**src/rtl/execute_md_pkg.sv**
```systemverilog
// execute_md_pkg: shared op and state encodings for the multiply/divide unit
package execute_md_pkg;
  typedef enum logic [2:0] {OP_MUL, OP_MULH, OP_MULHSU, OP_MULHU, OP_DIV, OP_DIVU, OP_REM, OP_REMU} op_t;
  typedef enum logic [1:0] {S_IDLE, S_MUL, S_DIV, S_DONE} state_t;
endpackage

```
**src/rtl/execute_md_if.sv**
```systemverilog
// execute_md_if: operation/result handshake and forwarding bus of the multiply/divide unit
interface execute_md_if #(parameter int XLEN = 32, parameter int FWD_PORTS = 2, parameter int REG_AW = 5);
  logic                        i_valid;
  logic                        o_ready;
  logic [2:0]                  i_op;
  logic [XLEN-1:0]             i_rs1_data;
  logic [XLEN-1:0]             i_rs2_data;
  logic [REG_AW-1:0]           i_rs1_addr;
  logic [REG_AW-1:0]           i_rs2_addr;
  logic [FWD_PORTS-1:0]        i_fwd_we;
  logic [FWD_PORTS*REG_AW-1:0] i_fwd_addr;
  logic [FWD_PORTS*XLEN-1:0]   i_fwd_data;
  logic                        i_flush;
  logic                        o_valid;
  logic                        i_ready;
  logic [XLEN-1:0]             o_result;
  logic [XLEN-1:0]             o_rs1_fwd_data;
  logic [XLEN-1:0]             o_rs2_fwd_data;
  modport master (
    output i_valid, i_op, i_rs1_data, i_rs2_data, i_rs1_addr, i_rs2_addr,
           i_fwd_we, i_fwd_addr, i_fwd_data, i_flush, i_ready,
    input  o_ready, o_valid, o_result, o_rs1_fwd_data, o_rs2_fwd_data
  );
  modport slave (
    input  i_valid, i_op, i_rs1_data, i_rs2_data, i_rs1_addr, i_rs2_addr,
           i_fwd_we, i_fwd_addr, i_fwd_data, i_flush, i_ready,
    output o_ready, o_valid, o_result, o_rs1_fwd_data, o_rs2_fwd_data
  );
endinterface

```
**src/rtl/execute_md_fwd_mux.sv**
```systemverilog
// fwd_mux: priority operand forwarding, lowest source index wins, x0 never forwarded
module fwd_mux #(
  parameter int XLEN      = 32,
  parameter int REG_AW    = 5,
  parameter int FWD_PORTS = 2
) (
  input  logic [XLEN-1:0]             i_rf_data,
  input  logic [REG_AW-1:0]           i_rs_addr,
  input  logic [FWD_PORTS-1:0]        i_we,
  input  logic [FWD_PORTS*REG_AW-1:0] i_addr,
  input  logic [FWD_PORTS*XLEN-1:0]   i_data,
  output logic [XLEN-1:0]             o_data
);
  always_comb begin
    o_data = i_rf_data;
    for (int k = FWD_PORTS - 1; k >= 0; k--)
      if (i_we[k] && i_addr[k*REG_AW +: REG_AW] != '0 && i_addr[k*REG_AW +: REG_AW] == i_rs_addr)
        o_data = i_data[k*XLEN +: XLEN];
  end
endmodule

```
**src/rtl/execute_md.sv**
```systemverilog
// execute_md: iterative RV32M multiply/divide unit with operand forwarding
module execute_md import execute_md_pkg::*; #(
  parameter int XLEN      = 32,
  parameter int FWD_PORTS = 2,
  parameter int REG_AW    = 5
) (
  input logic         i_clk,
  input logic         i_rst,
  execute_md_if.slave bus
);
  localparam int CW = $clog2(XLEN);
  state_t            r_state, w_state_nx;
  op_t               r_op, w_op;
  logic [XLEN-1:0]   r_a, r_result, w_rs1, w_rs2, w_m1, w_m2, w_special, w_q, w_r, w_final;
  logic [2*XLEN-1:0] r_acc, w_mul_nx, w_div_nx, w_acc_nx, w_prod;
  logic [CW-1:0]     r_cnt;
  logic              r_neg_q, r_neg_r;
  logic              w_accept, w_s1, w_s2, w_n1, w_n2, w_dz, w_ovf, w_last, w_busy, w_ge;
  logic [XLEN:0]     w_mul_sum, w_rem_sh;
  logic [XLEN+1:0]   w_diff;
  fwd_mux #(.XLEN(XLEN), .REG_AW(REG_AW), .FWD_PORTS(FWD_PORTS)) u_fwd1 (
    .i_rf_data(bus.i_rs1_data), .i_rs_addr(bus.i_rs1_addr), .i_we(bus.i_fwd_we),
    .i_addr(bus.i_fwd_addr), .i_data(bus.i_fwd_data), .o_data(w_rs1)
  );
  fwd_mux #(.XLEN(XLEN), .REG_AW(REG_AW), .FWD_PORTS(FWD_PORTS)) u_fwd2 (
    .i_rf_data(bus.i_rs2_data), .i_rs_addr(bus.i_rs2_addr), .i_we(bus.i_fwd_we),
    .i_addr(bus.i_fwd_addr), .i_data(bus.i_fwd_data), .o_data(w_rs2)
  );
  assign bus.o_rs1_fwd_data = w_rs1;
  assign bus.o_rs2_fwd_data = w_rs2;
  assign bus.o_ready        = r_state == S_IDLE;
  assign bus.o_valid        = r_state == S_DONE;
  assign bus.o_result       = r_result;
  // MUL is run unsigned: its low half is identical for signed operands
  always_comb begin
    w_op      = op_t'(bus.i_op);
    w_accept  = bus.i_valid && r_state == S_IDLE;
    w_s1      = w_op == OP_MULH || w_op == OP_MULHSU || w_op == OP_DIV || w_op == OP_REM;
    w_s2      = w_op == OP_MULH || w_op == OP_DIV || w_op == OP_REM;
    w_n1      = w_s1 && w_rs1[XLEN-1];
    w_n2      = w_s2 && w_rs2[XLEN-1];
    w_m1      = w_n1 ? -w_rs1 : w_rs1;
    w_m2      = w_n2 ? -w_rs2 : w_rs2;
    w_dz      = bus.i_op[2] && w_rs2 == '0;
    w_ovf     = bus.i_op[2] && !bus.i_op[0] && w_rs1 == {1'b1, {(XLEN-1){1'b0}}} && w_rs2 == '1;
    w_special = w_dz ? (bus.i_op[1] ? w_rs1 : '1) : (bus.i_op[1] ? '0 : w_rs1);
  end
  // acc holds {partial product, multiplier} for MUL and {remainder, quotient} for DIV
  always_comb begin
    w_busy    = r_state == S_MUL || r_state == S_DIV;
    w_last    = r_cnt == CW'(XLEN - 1);
    w_mul_sum = {1'b0, r_acc[2*XLEN-1:XLEN]} + (r_acc[0] ? {1'b0, r_a} : '0);
    w_mul_nx  = {w_mul_sum, r_acc[XLEN-1:1]};
    w_rem_sh  = r_acc[2*XLEN-1:XLEN-1];
    w_diff    = {1'b0, w_rem_sh} - {2'b0, r_a};
    w_ge      = !w_diff[XLEN+1];
    w_div_nx  = {w_ge ? w_diff[XLEN-1:0] : w_rem_sh[XLEN-1:0], r_acc[XLEN-2:0], w_ge};
    w_acc_nx  = r_state == S_DIV ? w_div_nx : w_mul_nx;
    w_prod    = r_neg_q ? -w_mul_nx : w_mul_nx;
    w_q       = r_neg_q ? -w_div_nx[XLEN-1:0] : w_div_nx[XLEN-1:0];
    w_r       = r_neg_r ? -w_div_nx[2*XLEN-1:XLEN] : w_div_nx[2*XLEN-1:XLEN];
    w_final   = r_op == OP_MUL ? w_prod[XLEN-1:0] : !r_op[2] ? w_prod[2*XLEN-1:XLEN] : r_op[1] ? w_r : w_q;
  end
  always_comb begin
    w_state_nx = r_state;
    if (w_accept) w_state_nx = (w_dz || w_ovf) ? S_DONE : bus.i_op[2] ? S_DIV : S_MUL;
    if (w_busy && w_last) w_state_nx = S_DONE;
    if (r_state == S_DONE && bus.i_ready) w_state_nx = S_IDLE;
    if (bus.i_flush) w_state_nx = S_IDLE;
  end
  always_ff @(posedge i_clk)
    if (i_rst) r_state <= S_IDLE;
    else r_state <= w_state_nx;
  always_ff @(posedge i_clk)
    if (i_rst) begin
      r_op     <= OP_MUL;
      r_a      <= '0;
      r_acc    <= '0;
      r_cnt    <= '0;
      r_neg_q  <= 1'b0;
      r_neg_r  <= 1'b0;
      r_result <= '0;
    end else if (w_accept && !bus.i_flush) begin
      r_op    <= w_op;
      r_a     <= w_m2;
      r_acc   <= {{XLEN{1'b0}}, w_m1};
      r_cnt   <= '0;
      r_neg_q <= w_n1 ^ w_n2;
      r_neg_r <= w_n1;
      if (w_dz || w_ovf) r_result <= w_special;
    end else if (w_busy) begin
      r_acc <= w_acc_nx;
      r_cnt <= r_cnt + 1'b1;
      if (w_last) r_result <= w_final;
    end
endmodule

```
**src/flat_wrapper.sv**
```systemverilog
// flat-port wrapper written by rule: the top's interface ports become plain ports
module execute_md_flat import execute_md_pkg::*;
#(
  parameter int XLEN      = 32,
  parameter int FWD_PORTS = 2,
  parameter int REG_AW    = 5
)
  (i_clk, i_rst, bus_i_valid, bus_i_op, bus_i_rs1_data, bus_i_rs2_data, bus_i_rs1_addr, bus_i_rs2_addr, bus_i_fwd_we, bus_i_fwd_addr, bus_i_fwd_data, bus_i_flush, bus_i_ready, bus_o_ready, bus_o_valid, bus_o_result, bus_o_rs1_fwd_data, bus_o_rs2_fwd_data);
  execute_md_if #(.XLEN(XLEN), .FWD_PORTS(FWD_PORTS), .REG_AW(REG_AW)) bus_i ();
  input logic i_clk;
  input logic i_rst;
  input wire logic [$bits(bus_i.i_valid)-1:0] bus_i_valid;
  input wire logic [$bits(bus_i.i_op)-1:0] bus_i_op;
  input wire logic [$bits(bus_i.i_rs1_data)-1:0] bus_i_rs1_data;
  input wire logic [$bits(bus_i.i_rs2_data)-1:0] bus_i_rs2_data;
  input wire logic [$bits(bus_i.i_rs1_addr)-1:0] bus_i_rs1_addr;
  input wire logic [$bits(bus_i.i_rs2_addr)-1:0] bus_i_rs2_addr;
  input wire logic [$bits(bus_i.i_fwd_we)-1:0] bus_i_fwd_we;
  input wire logic [$bits(bus_i.i_fwd_addr)-1:0] bus_i_fwd_addr;
  input wire logic [$bits(bus_i.i_fwd_data)-1:0] bus_i_fwd_data;
  input wire logic [$bits(bus_i.i_flush)-1:0] bus_i_flush;
  input wire logic [$bits(bus_i.i_ready)-1:0] bus_i_ready;
  output wire logic [$bits(bus_i.o_ready)-1:0] bus_o_ready;
  output wire logic [$bits(bus_i.o_valid)-1:0] bus_o_valid;
  output wire logic [$bits(bus_i.o_result)-1:0] bus_o_result;
  output wire logic [$bits(bus_i.o_rs1_fwd_data)-1:0] bus_o_rs1_fwd_data;
  output wire logic [$bits(bus_i.o_rs2_fwd_data)-1:0] bus_o_rs2_fwd_data;
  assign bus_i.i_valid = bus_i_valid;
  assign bus_i.i_op = bus_i_op;
  assign bus_i.i_rs1_data = bus_i_rs1_data;
  assign bus_i.i_rs2_data = bus_i_rs2_data;
  assign bus_i.i_rs1_addr = bus_i_rs1_addr;
  assign bus_i.i_rs2_addr = bus_i_rs2_addr;
  assign bus_i.i_fwd_we = bus_i_fwd_we;
  assign bus_i.i_fwd_addr = bus_i_fwd_addr;
  assign bus_i.i_fwd_data = bus_i_fwd_data;
  assign bus_i.i_flush = bus_i_flush;
  assign bus_i.i_ready = bus_i_ready;
  assign bus_o_ready = bus_i.o_ready;
  assign bus_o_valid = bus_i.o_valid;
  assign bus_o_result = bus_i.o_result;
  assign bus_o_rs1_fwd_data = bus_i.o_rs1_fwd_data;
  assign bus_o_rs2_fwd_data = bus_i.o_rs2_fwd_data;
  execute_md #(.XLEN(XLEN), .FWD_PORTS(FWD_PORTS), .REG_AW(REG_AW)) u_core (.i_clk(i_clk), .i_rst(i_rst), .bus(bus_i));
endmodule
```
**config.mk**
```make
export PLATFORM = sky130hd
export DESIGN_NAME = execute_md_flat
export DESIGN_NICKNAME = d
export VERILOG_FILES = /design/src/rtl/execute_md_pkg.sv /design/src/rtl/execute_md_if.sv /design/src/rtl/execute_md_fwd_mux.sv /design/src/rtl/execute_md.sv /design/src/flat_wrapper.sv
export SDC_FILE = /design/constraint.sdc
export NUM_CORES = 1
export LEC_CHECK = 0
export CAP_MARGIN = 20
export CORE_AREA = 10 10 194 242
export DETAILED_ROUTE_END_ITERATION = 12
export DIE_AREA = 0 0 204 252
export PLACE_DENSITY = 0.74
export SETUP_SLACK_MARGIN = 0.4
export SYNTH_ARGS = -nofsm -noshare
export SYNTH_HDL_FRONTEND = slang
export SYNTH_SLANG_ARGS = --single-unit
export TNS_END_PERCENT = 100
```
**constraint.sdc**
```tcl
create_clock -name i_clk -period 13.4 [get_ports i_clk]
set_input_delay 2.01 -clock i_clk [delete_from_list [all_inputs] [get_ports i_clk]]
set_output_delay 2.01 -clock i_clk [all_outputs]
set_load 0.05 [all_outputs]
```
# After elaboration in Yosys (flattened, before gate mapping)
# Index checks and enable logic that the tools add are counted.
# Widths: inputs -> output; s select.
op_classes:
  addsub: 8
  eq_ne: 15
  mux: 28
  bitwise: 1
  n_reduce_logical: 37
op_table:
  columns: ["op", "n"]
  rows:
  - ["$mux 32", 22]
  - ["$mux 64", 2]
  - ["$neg 32->32", 4]
  - ["$eq 32x32->1 const B", 2]
  - ["$neg 64->64", 1]
  - ["$sub 33x32->34", 1]
  - ["$add 32x32->33", 1]
  - ["$logic_not 32->1", 1]
  - ["$eq 5x5->1", 4]
  - ["$logic_and 1x1->1", 16]
  - ["$reduce_bool 5->1", 2]
  - ["$mux 2", 4]
  - ["$logic_or 1x1->1", 7]
  - ["$eq 3x3->1 const B", 2]
  - ["$reduce_bool 2->1", 3]
  - ["$add 5x1->5 const B", 1]
  - ["$eq 5x5->1 const B", 1]
  - ["$eq 2x2->1 const B", 2]
  - ["$eq 3x1->1 const B", 1]
  - ["$eq 3x2->1 const B", 1]
  - ["$logic_not 1->1", 3]
  - ["$logic_not 3->1", 1]
  - ["$reduce_and 3->1", 1]
  - ["$reduce_or 3->1", 1]
  - ["other kinds (5)", 5]
totals:
  ff_bits: 140
  in_bits: 158
  elab_cells: 98

# Logic depth before layout (Yosys ltp)
# Gate-level depths: netlist of run 1.
depth:
  depth_word: 12
  depth_mapped: 24
  depth_no_buf: 19

# Hierarchy
# Synthesis of run 1 repeated with hierarchy kept, for this count alone.
hier_totals:
  hier_cells: 2775
  hier_area_um2: 19044.5
modules_own_cells:
  columns: ["mod", "n_inst", "cells_per_inst", "area_each_um2", "seq_area_each_um2"]
  rows:
  - ["execute_md", 1, 2405, 16737.3, 2802.7]
  - ["fwd_mux", 2, 185, 1153.6, 0.0]

# Worst setup path before layout of run 1
# Ideal clock, no wire load.
synth_timing:
  kind: "in2reg"
  startpoint: "input bus_i_fwd_addr[1]"
  endpoint: "register u_core.r_result[17], in the netlist u_core.bus.o_result[17]"
  setup_time_ns: 0.120
  t_arrival_ns: 7.292
  path_slack_ns: 5.988
  cell_stages: 22
  path_cell_list: "or4_1 -> o211ai_2 -> or2_1 -> buf_4 -> buf_4 -> clkbuf_1 -> clkbuf_1 -> buf_1 -> buf_1 -> nor2_1 -> a21oi_1 -> ha_1 -> nand2_1 -> a311oi_1 -> o2111ai_1 -> a2111oi_0 -> nand4_1 -> and2_4 -> o21ai_4 -> buf_6 -> nor2_2 -> a211o_1"
synth_via:
  word_cells_on_any_way: 22
synth_rtl:
  columns: ["element", "line", "text"]
  rows:
  - ["start: declaration", "flat_wrapper.sv:19", "input wire logic [$bits(bus_i.i_fwd_addr)-1:0] bus_i_fwd_addr;"]
  - ["$reduce_bool 5->1", "execute_md_fwd_mux.sv:17", "if (i_we[k] && i_addr[k*REG_AW +: REG_AW] != '0 && i_addr[k*REG_AW +: REG_AW] == i_rs_addr)"]
  - ["$logic_and 1x1->1", "execute_md_fwd_mux.sv:17", null]
  - ["$logic_and 1x1->1 *", "execute_md_fwd_mux.sv:17", null]
  - ["$mux 32 *", "execute_md_fwd_mux.sv:17", null]
  - ["net bus_o_rs2_fwd_data[1]", "flat_wrapper.sv:27", "output wire logic [$bits(bus_i.o_rs2_fwd_data)-1:0] bus_o_rs2_fwd_data;"]
  - ["$eq 32x32->1 / $logic_not 32->1 (equally long branches)", "execute_md.sv:45, execute_md.sv:44", null]
  - ["$logic_and 1x1->1 (on tied branches)", "execute_md.sv:45, execute_md.sv:44", null]
  - ["$logic_or 1x1->1 / $mux 32 (equally long branches)", "execute_md.sv:90, execute_md.sv:46", null]
  - ["$ne 2x1->1 (no line) / $mux 32 (equally long branches)", null, null]
  - ["$reduce_and 3->1 (no line) / $mux 32 (equally long branches)", null, null]
  - ["end signal: assignment", "execute_md.sv:90", "if (w_dz || w_ovf) r_result <= w_special;"]
  - ["end signal: assignment", "execute_md.sv:94", "if (w_last) r_result <= w_final;"]
  - ["end: declaration", "execute_md.sv:14", "logic [XLEN-1:0] r_a, r_result, w_rs1, w_rs2, w_m1, w_m2, w_special, w_q, w_r, w_final;"]
# Mark *: on every way through the listed nets, which the timed path passes. The rest lies on a longest branch. The select of a mux whose other input is x is not followed.
# A chain may end at the register's enable or synchronous reset.

# Worst setup path after layout of run 1
layout_timing:
  startpoint: "input bus_i_fwd_addr[5]"
  endpoint: "output bus_o_rs1_fwd_data[9]"
layout_via:
  elab_chain_len: 5
  word_cells_on_any_way: 6
layout_rtl:
  columns: ["element", "line", "text"]
  rows:
  - ["$reduce_bool 5->1", "execute_md_fwd_mux.sv:17", null]
  - ["$logic_and 1x1->1", "execute_md_fwd_mux.sv:17", null]
  - ["$logic_and 1x1->1 *", "execute_md_fwd_mux.sv:17", null]
  - ["$mux 32 * (2 in series)", "execute_md_fwd_mux.sv:17", null]
  - ["end: declaration", "flat_wrapper.sv:26", "output wire logic [$bits(bus_i.o_rs1_fwd_data)-1:0] bus_o_rs1_fwd_data;"]
# Mark *: on every way between the ends. The rest lies on a longest branch, timed or not.

==> impl_metrics.toml, run 1 <==
[outcome]
outcome = "completed"

[clock_network]
cts.htree.levels = 4
numCtsBuffers = 17
cts_hold_buf = 0
clk_pin_slew_ps = 60
cts_setup_buffers = 0
cts_resized = 0
clock_sinks = 140
clk_latency_ps = 460
cts_tree = "built"
clockRootBuffer = "clkbuf_16"
cts_buffer_depth = 2

[worst_setup_path]
cp_top_family = "simple AND/OR/NAND/NOR gates"
slowest_delay_ps = 980
r2r-start = "u_core.r_a[26]$_SDFFE_PP0P_"
worstSetupStartpoint = "bus_i_fwd_addr[5]"
arrival_ps = 6440
cp.required_ps = 11390
slowest_stage = "clkdlybuf4s50_1"
reg2reg_slack_ps = 5700
cp-start-kind = "primary input"
crit_buf_inv = 2
worstPathMaxFanout = 27
crit_path_end_kind = "output port"
r2r-end = "u_core.bus.o_result[18]$_SDFFE_PP0P_"
crit_chain = "clkdlybuf4s50_1 > or4_1 > o211a_1 > nand2_1 > nand2_1 > a31oi_1 > clkdlybuf4s50_1"
criticalPathCategory = "in2out"
ff2ff_path_depth = 17

[route]
num_vias = 23400
vias_per_cell = 6.71
first_iter_violations = 2769
dr.pass1.iters = 8
wl_per_cell_um = 29.2
drc = 0
wl_mm = 102
ant_nets = 0

[pwr]
p_comb_share_pct = 53.6
intPower_mw = 1.09
p_sw_share_pct = 48.1
power.switching_mw = 1.01
vdd_drop_max_mv = 0.0622
seqPwrFrac_pct = 23.1
p_leak_nw = 7.92
powerDensity_mw_per_mm2 = 95.2
p_clk_share_pct = 23.3
finalPower_mw = 2.10

[synth]
synth-async-reset-ratio_pct = 0
syn_area_mm2 = 0.0188
synth_seq_cells = 140
synth_largest_area_cell = "dfxtp_1"
netlist.area_leader.share_pct = 14.9
yosysWarningCount = 0
netlist_instances = 2819
syn_avg_cell_area_um2 = 6.67
synth_flop_cell = "dfxtp_1"
synth_edf_count = 0
yosysSeqAreaShare_pct = 14.9
synth_cell_type_count = 92
yosys-top-cells-area = "dfxtp_1 (15%), nor2_1 (6.9%), nand2_1 (6.1%), xnor2_1 (5.8%), o21ai_0 (5.7%)"
synthesis.nets = 3054

[timing]
finalHoldViolations = 0
period_share_pct = 63.0
fin_hold_ws_ps = 480
finalWorstSetupSlack_ps = 4950
setup_tns_ps = 0
clock_skew_ps = 9.23
rsz0062_at_grt = "false"
period_minus_slack_ps = 8450
finalSetupViolations = 0
max_slew_margin_pct = 19.5
slew_viol_final = 0
fmax_mhz = 118
tightest_slew_ps = 1200

[placed_design]
port_buffers = 255
pre_cts_slack_ps = 4880
hpwlAfterDp_mm = 81.8
place_congestion = 1.07
post_dp_cell_area_mm2 = 0.0215
dpl.cell_count = 3455

[global_route]
grt_max_degree = 85
antenna_found_initial = 7
grt_remaining_overflow = 0
grt_first_pass_wirelength_mm = 149
grt_pass1_vias = 22800
track_usage_pct = 38.3

[die]
die_x_um = 204
dieArea_mm2 = 0.0514
core_area_mm2 = 0.0419
dieHeight_um = 252
row_count = 84
start_util_pct = 44.8
io-pin-count = 256

[layout]
synthToLayoutAreaGrowth_pct = 17.5
drive_gt1_share_pct = 4.75
post-route-util_pct = 52.7
layout.nets = 3151
final_cell_area_mm2 = 0.0221
fin_cells = 3491

[min_path]
min_from = "u_core.r_a[0]$_SDFFE_PP0P_"
min_to = "u_core.r_a[0]$_SDFFE_PP0P_"
min_path_cells = 2
hp-class = "reg2reg"

[job]
cap_violations = 0
==> power groups by stage <==
| stage | registers [mW] | clock network [mW] | logic (mW) |
|---|---|---|---|
| after floorplan | 0.460 | 0 | 0.728 |
| after global placement | 0.492 | 0 | 1.08 |
| after detailed placement | 0.492 | 0 | 1.08 |
| after CTS | 0.483 | 0.488 | 1.09 |
| after global routing | 0.487 | 0.506 | 1.19 |
| final | 0.486 | 0.490 | 1.13 |
==> worst max-delay path by stage <==
stage | cells after the start | slack (ps) | to
2_1_floorplan | 22 | 5990 | u_core.bus.o_result[17]$_SDFFE_PP0P_
3_3_place_gp | 15 | 4850 | u_core.bus.o_result[22]$_SDFFE_PP0P_
3_5_place_dp | 16 | 4880 | u_core.bus.o_result[26]$_SDFFE_PP0P_
4_1_cts | 7 | 4960 | bus_o_rs1_fwd_data[9]
5_1_grt | 7 | 4770 | bus_o_rs1_fwd_data[9]
6_report | 7 | 4950 | bus_o_rs1_fwd_data[9]
==> registers in the layout (all words and copies together) (netlist names) <==
| signal | flops |
|---|---|
| u_core.bus.o_result | 32 |
| u_core.r_a | 32 |
| u_core.r_acc | 64 |
| u_core.r_cnt | 5 |
| u_core.r_neg_q | 1 |
| u_core.r_neg_r | 1 |
| u_core.r_op | 3 |
| u_core.r_state | 2 |
==> placed cells by master, fill, tap and decap left out, drive strengths merged, types with 26 or more instances in the layout <==
cell and count:
dfxtp 140, a21oi 206, mux2i 74, nor3 103
nand4 33, nor4 34, a211oi 103, a31oi 77
nand2 306, inv 96, clkdlybuf4s50 254, nor2 346
o21ai 217, or3 34, o211ai 33, xor2 95
buf 38, nand3 69, or4 26, ha 75
xnor2 125, o31ai 43
==> layout make-up <==
cell class              count  area, µm²
multi-input cells        2372      14800
repair buffers            292       2820
well taps                 559        699
clock buffers              18        429
flip-flops and latches    140       2800
diodes                      3       7.51
inverters                  93        349
clock inverters            14        159
fillers                  4173      19800
==> cell usage after synthesis, drive strengths merged (13+ instances only) <==
library cell  number
o221ai            15
a311oi            25
buf               40
xnor2            125
o211ai            33
and2              16
inv               91
o21ai            217
clkbuf           174
a31oi             77
xor2              95
or2               23
a21boi            14
a21o              22
nand3             69
nor2             346
a21oi            206
nor3             103
o22ai             18
o31ai             43
mux2i             74
ha                75
a211oi           103
or4               26
nor4              34
nand2            306
o21a              23
nand4             33
dfxtp            140
o41ai             13
and3              25
a31o              13
or3               34
==> worst min-delay path, cell delays in order, from the launching register on <==
cell,delay (ps)
dfxtp_1,320
nand2_1,60
a21oi_1,50
==> cell families after synthesis <==
kind of cell	Yosys count	synth area share [%]
AND/OR/NAND/NOR	1069	26.5
AO/OA/AOI/OAI	914	31.6
buffers and inverters	307	6.52
XOR/XNOR	220	10.2
flip-flops	140	14.9
multiplexers	85	4.60
adder cells (fa/ha/maj)	84	5.59
==> layer usage <==
layer | up-vias | GRT usage [%] | wire length (µm)
li1 | 10600 | - | -
met1 | 11000 | 40.8 | 36400
met2 | 1418 | 63.5 | 46800
met3 | 415 | 10.2 | 9590
met4 | 10 | 30.0 | 9150
met5 | - | 0 | 66
No activity file was read; power rests on OpenSTA's default activity.
==> run 2, diff against run 1 <==
PLACE_DENSITY = 0.77   (was 0.74)
clock period = 7.7 ns   (was 13.4 ns; I/O delays follow)
==> run 2 against run 1 <==
Net effect:
- total power up 80%
- wire length rose by 1.9%
- register-to-register slack got worse by 4600 ps
- utilization increased by 0.56 points
- sequential power up 74%
- critical endpoint is now u_core.bus.o_result[26]$_SDFFE_PP0P_
- largest cell class unchanged
==> impl_metrics.toml, run 2 (synthesized netlist as in run 1, its figures left out) <==
[pwr]
p_sw_share_pct = 48.8
power.switching_mw = 1.85
finalPower_mw = 3.78
p_leak_nw = 8.06
powerDensity_mw_per_mm2 = 169
intPower_mw = 1.93
vdd_drop_max_mv = 0.134
p_clk_share_pct = 23.6
seqPwrFrac_pct = 22.3
p_comb_share_pct = 54.1

[layout]
final_cell_mix = "nor2_1 (344), nand2_1 (306), clkdlybuf4s50_1 (254)"
final_common_cell = "nor2_1"
synthToLayoutAreaGrowth_pct = 18.7
layout.nets = 3177
drive_gt1_share_pct = 5.65
final_cell_area_mm2 = 0.0223
fin_cells = 3517
top_register = "u_core.r_acc"
fill_cells = 4115
post-route-util_pct = 53.2
largest_reg_flops = 64

[worst_setup_path]
criticalPathCategory = "in2reg"
arrival_ps = 7110
crit_path_end_kind = "register"
cp_top_family = "compound AO/OA/AOI/OAI gates"
slowest_stage = "o21ai_1"
crit_buf_inv = 2
cp-start-kind = "primary input"
cp.depth = 13
worstPathMaxFanout = 29
crit_top_cell = "or4_1"
ff2ff_path_depth = 22
cp.required_ps = 8050
slowest_delay_ps = 740
crit_chain = "clkdlybuf4s50_1 > or4_1 > o21ai_1 > or3_1 > a31oi_1 > buf_4 > or4_1 > a2111oi_0 > nand4_1 > and2_4 > o21ai_4 > o21ai_0 > o221a_2"

[die]
dieHeight_um = 252
row_count = 84
io-pin-count = 256
core_area_mm2 = 0.0419
dieArea_mm2 = 0.0514
die_x_um = 204
start_util_pct = 44.8

[clock_network]
clk_pin_slew_ps = 70
cts_resized = 0
clockRootBuffer = "clkbuf_16"
clock_sinks = 140
numCtsBuffers = 17
cts.htree.levels = 4
cts_tree = "built"
clk_latency_ps = 460
cts_setup_buffers = 0
cts_buffer_depth = 2
cts_hold_buf = 0

[min_path]
hp-class = "reg2reg"
min_path_cells = 2

[timing]
tightest_slew_ps = 1240
period_minus_slack_ps = 6770
clock_skew_ps = 15.4
finalSetupViolations = 0
finalHoldViolations = 0
finalWorstSetupSlack_ps = 931
slew_viol_final = 0
fin_hold_ws_ps = 491
max_slew_margin_pct = 16.5
fmax_mhz = 148
setup_tns_ps = 0
period_share_pct = 87.9
rsz0062_at_grt = "false"

[job]
cap_violations = 0

[outcome]
outcome = "completed"

[global_route]
grt_max_degree = 86
grt_remaining_overflow = 0
grt_pass1_vias = 22900
track_usage_pct = 38.8
antenna_found_initial = 5
grt_first_pass_wirelength_mm = 151

[route]
num_vias = 23500
drc = 0
wl_per_cell_um = 29.5
first_iter_violations = 2736
vias_per_cell = 6.69
ant_nets = 0
dr.pass1.iters = 8
wl_mm = 104

[placed_design]
place_congestion = 1.12
post_dp_cell_area_mm2 = 0.0217
hpwlAfterDp_mm = 84.1
pre_cts_slack_ps = 515
dpl.cell_count = 3482
port_buffers = 255
[run 2: metal layers]
layer	global-route usage, %	part of all wire, %	vias to the layer above
met3	9.27	9.0	392
met2	66.3	47	1453
li1	-	-	10600
met5	0	0.031	-
met4	29.3	8.8	6
met1	40.7	35	11100
[run 2: power by group through the flow]
stage	combinational (mW)	clock, mW	sequential (mW)
floorplan	1.27	0	0.800
global placement	1.95	0	0.854
detailed placement	1.96	0	0.856
CTS	1.97	0.892	0.839
global route	2.15	0.920	0.848
finish	2.04	0.891	0.845
[run 2: final timing paths]
| check | startpoint | end | slack [ps] |
|---|---|---|---|
| min | u_core.r_op[0]$_SDFFE_PP0P_ | u_core.r_op[0]$_SDFFE_PP0P_ | 490 |
| max reg2reg | u_core.r_a[26]$_SDFFE_PP0P_ | u_core.bus.o_result[16]$_SDFFE_PP0P_ | 1080 |
| min reg2reg | u_core.r_op[0]$_SDFFE_PP0P_ | u_core.r_op[0]$_SDFFE_PP0P_ | 490 |
| max | bus_i_fwd_addr[1] | u_core.bus.o_result[26]$_SDFFE_PP0P_ | 930 |
[run 2: area by class of cell]
| cell class | instances | area [µm²] | share of cell area [%] |
|---|---|---|---|
| clock buffers | 18 | 439 | 1.97 |
| flip-flops and latches | 140 | 2800 | 12.6 |
| inverters | 93 | 349 | 1.56 |
| repair buffers | 318 | 3040 | 13.6 |
| multi-input cells | 2372 | 14800 | 66.4 |
| well taps | 559 | 699 | 3.13 |
| clock inverters | 14 | 173 | 0.773 |
| diodes | 3 | 7.51 | 0.0336 |
[run 2: worst register-to-register path, stage by stage, from the launching register on]
cell and delay (ps):
dfxtp_1 480, inv_1 130, ha_1 290, buf_4 170, and4_1 230, or4b_1 630
nor4_1 530, o311ai_2 190, buf_4 210, nand2_1 280, nand2_1 80, o21ai_0 170
ha_1 250, inv_1 90, nor4_1 420, a31oi_1 220, nand4b_1 520, o21ai_0 370
xor2_1 120, a2111oi_1 710, buf_4 260, nor2_1 50, nor3_1 150
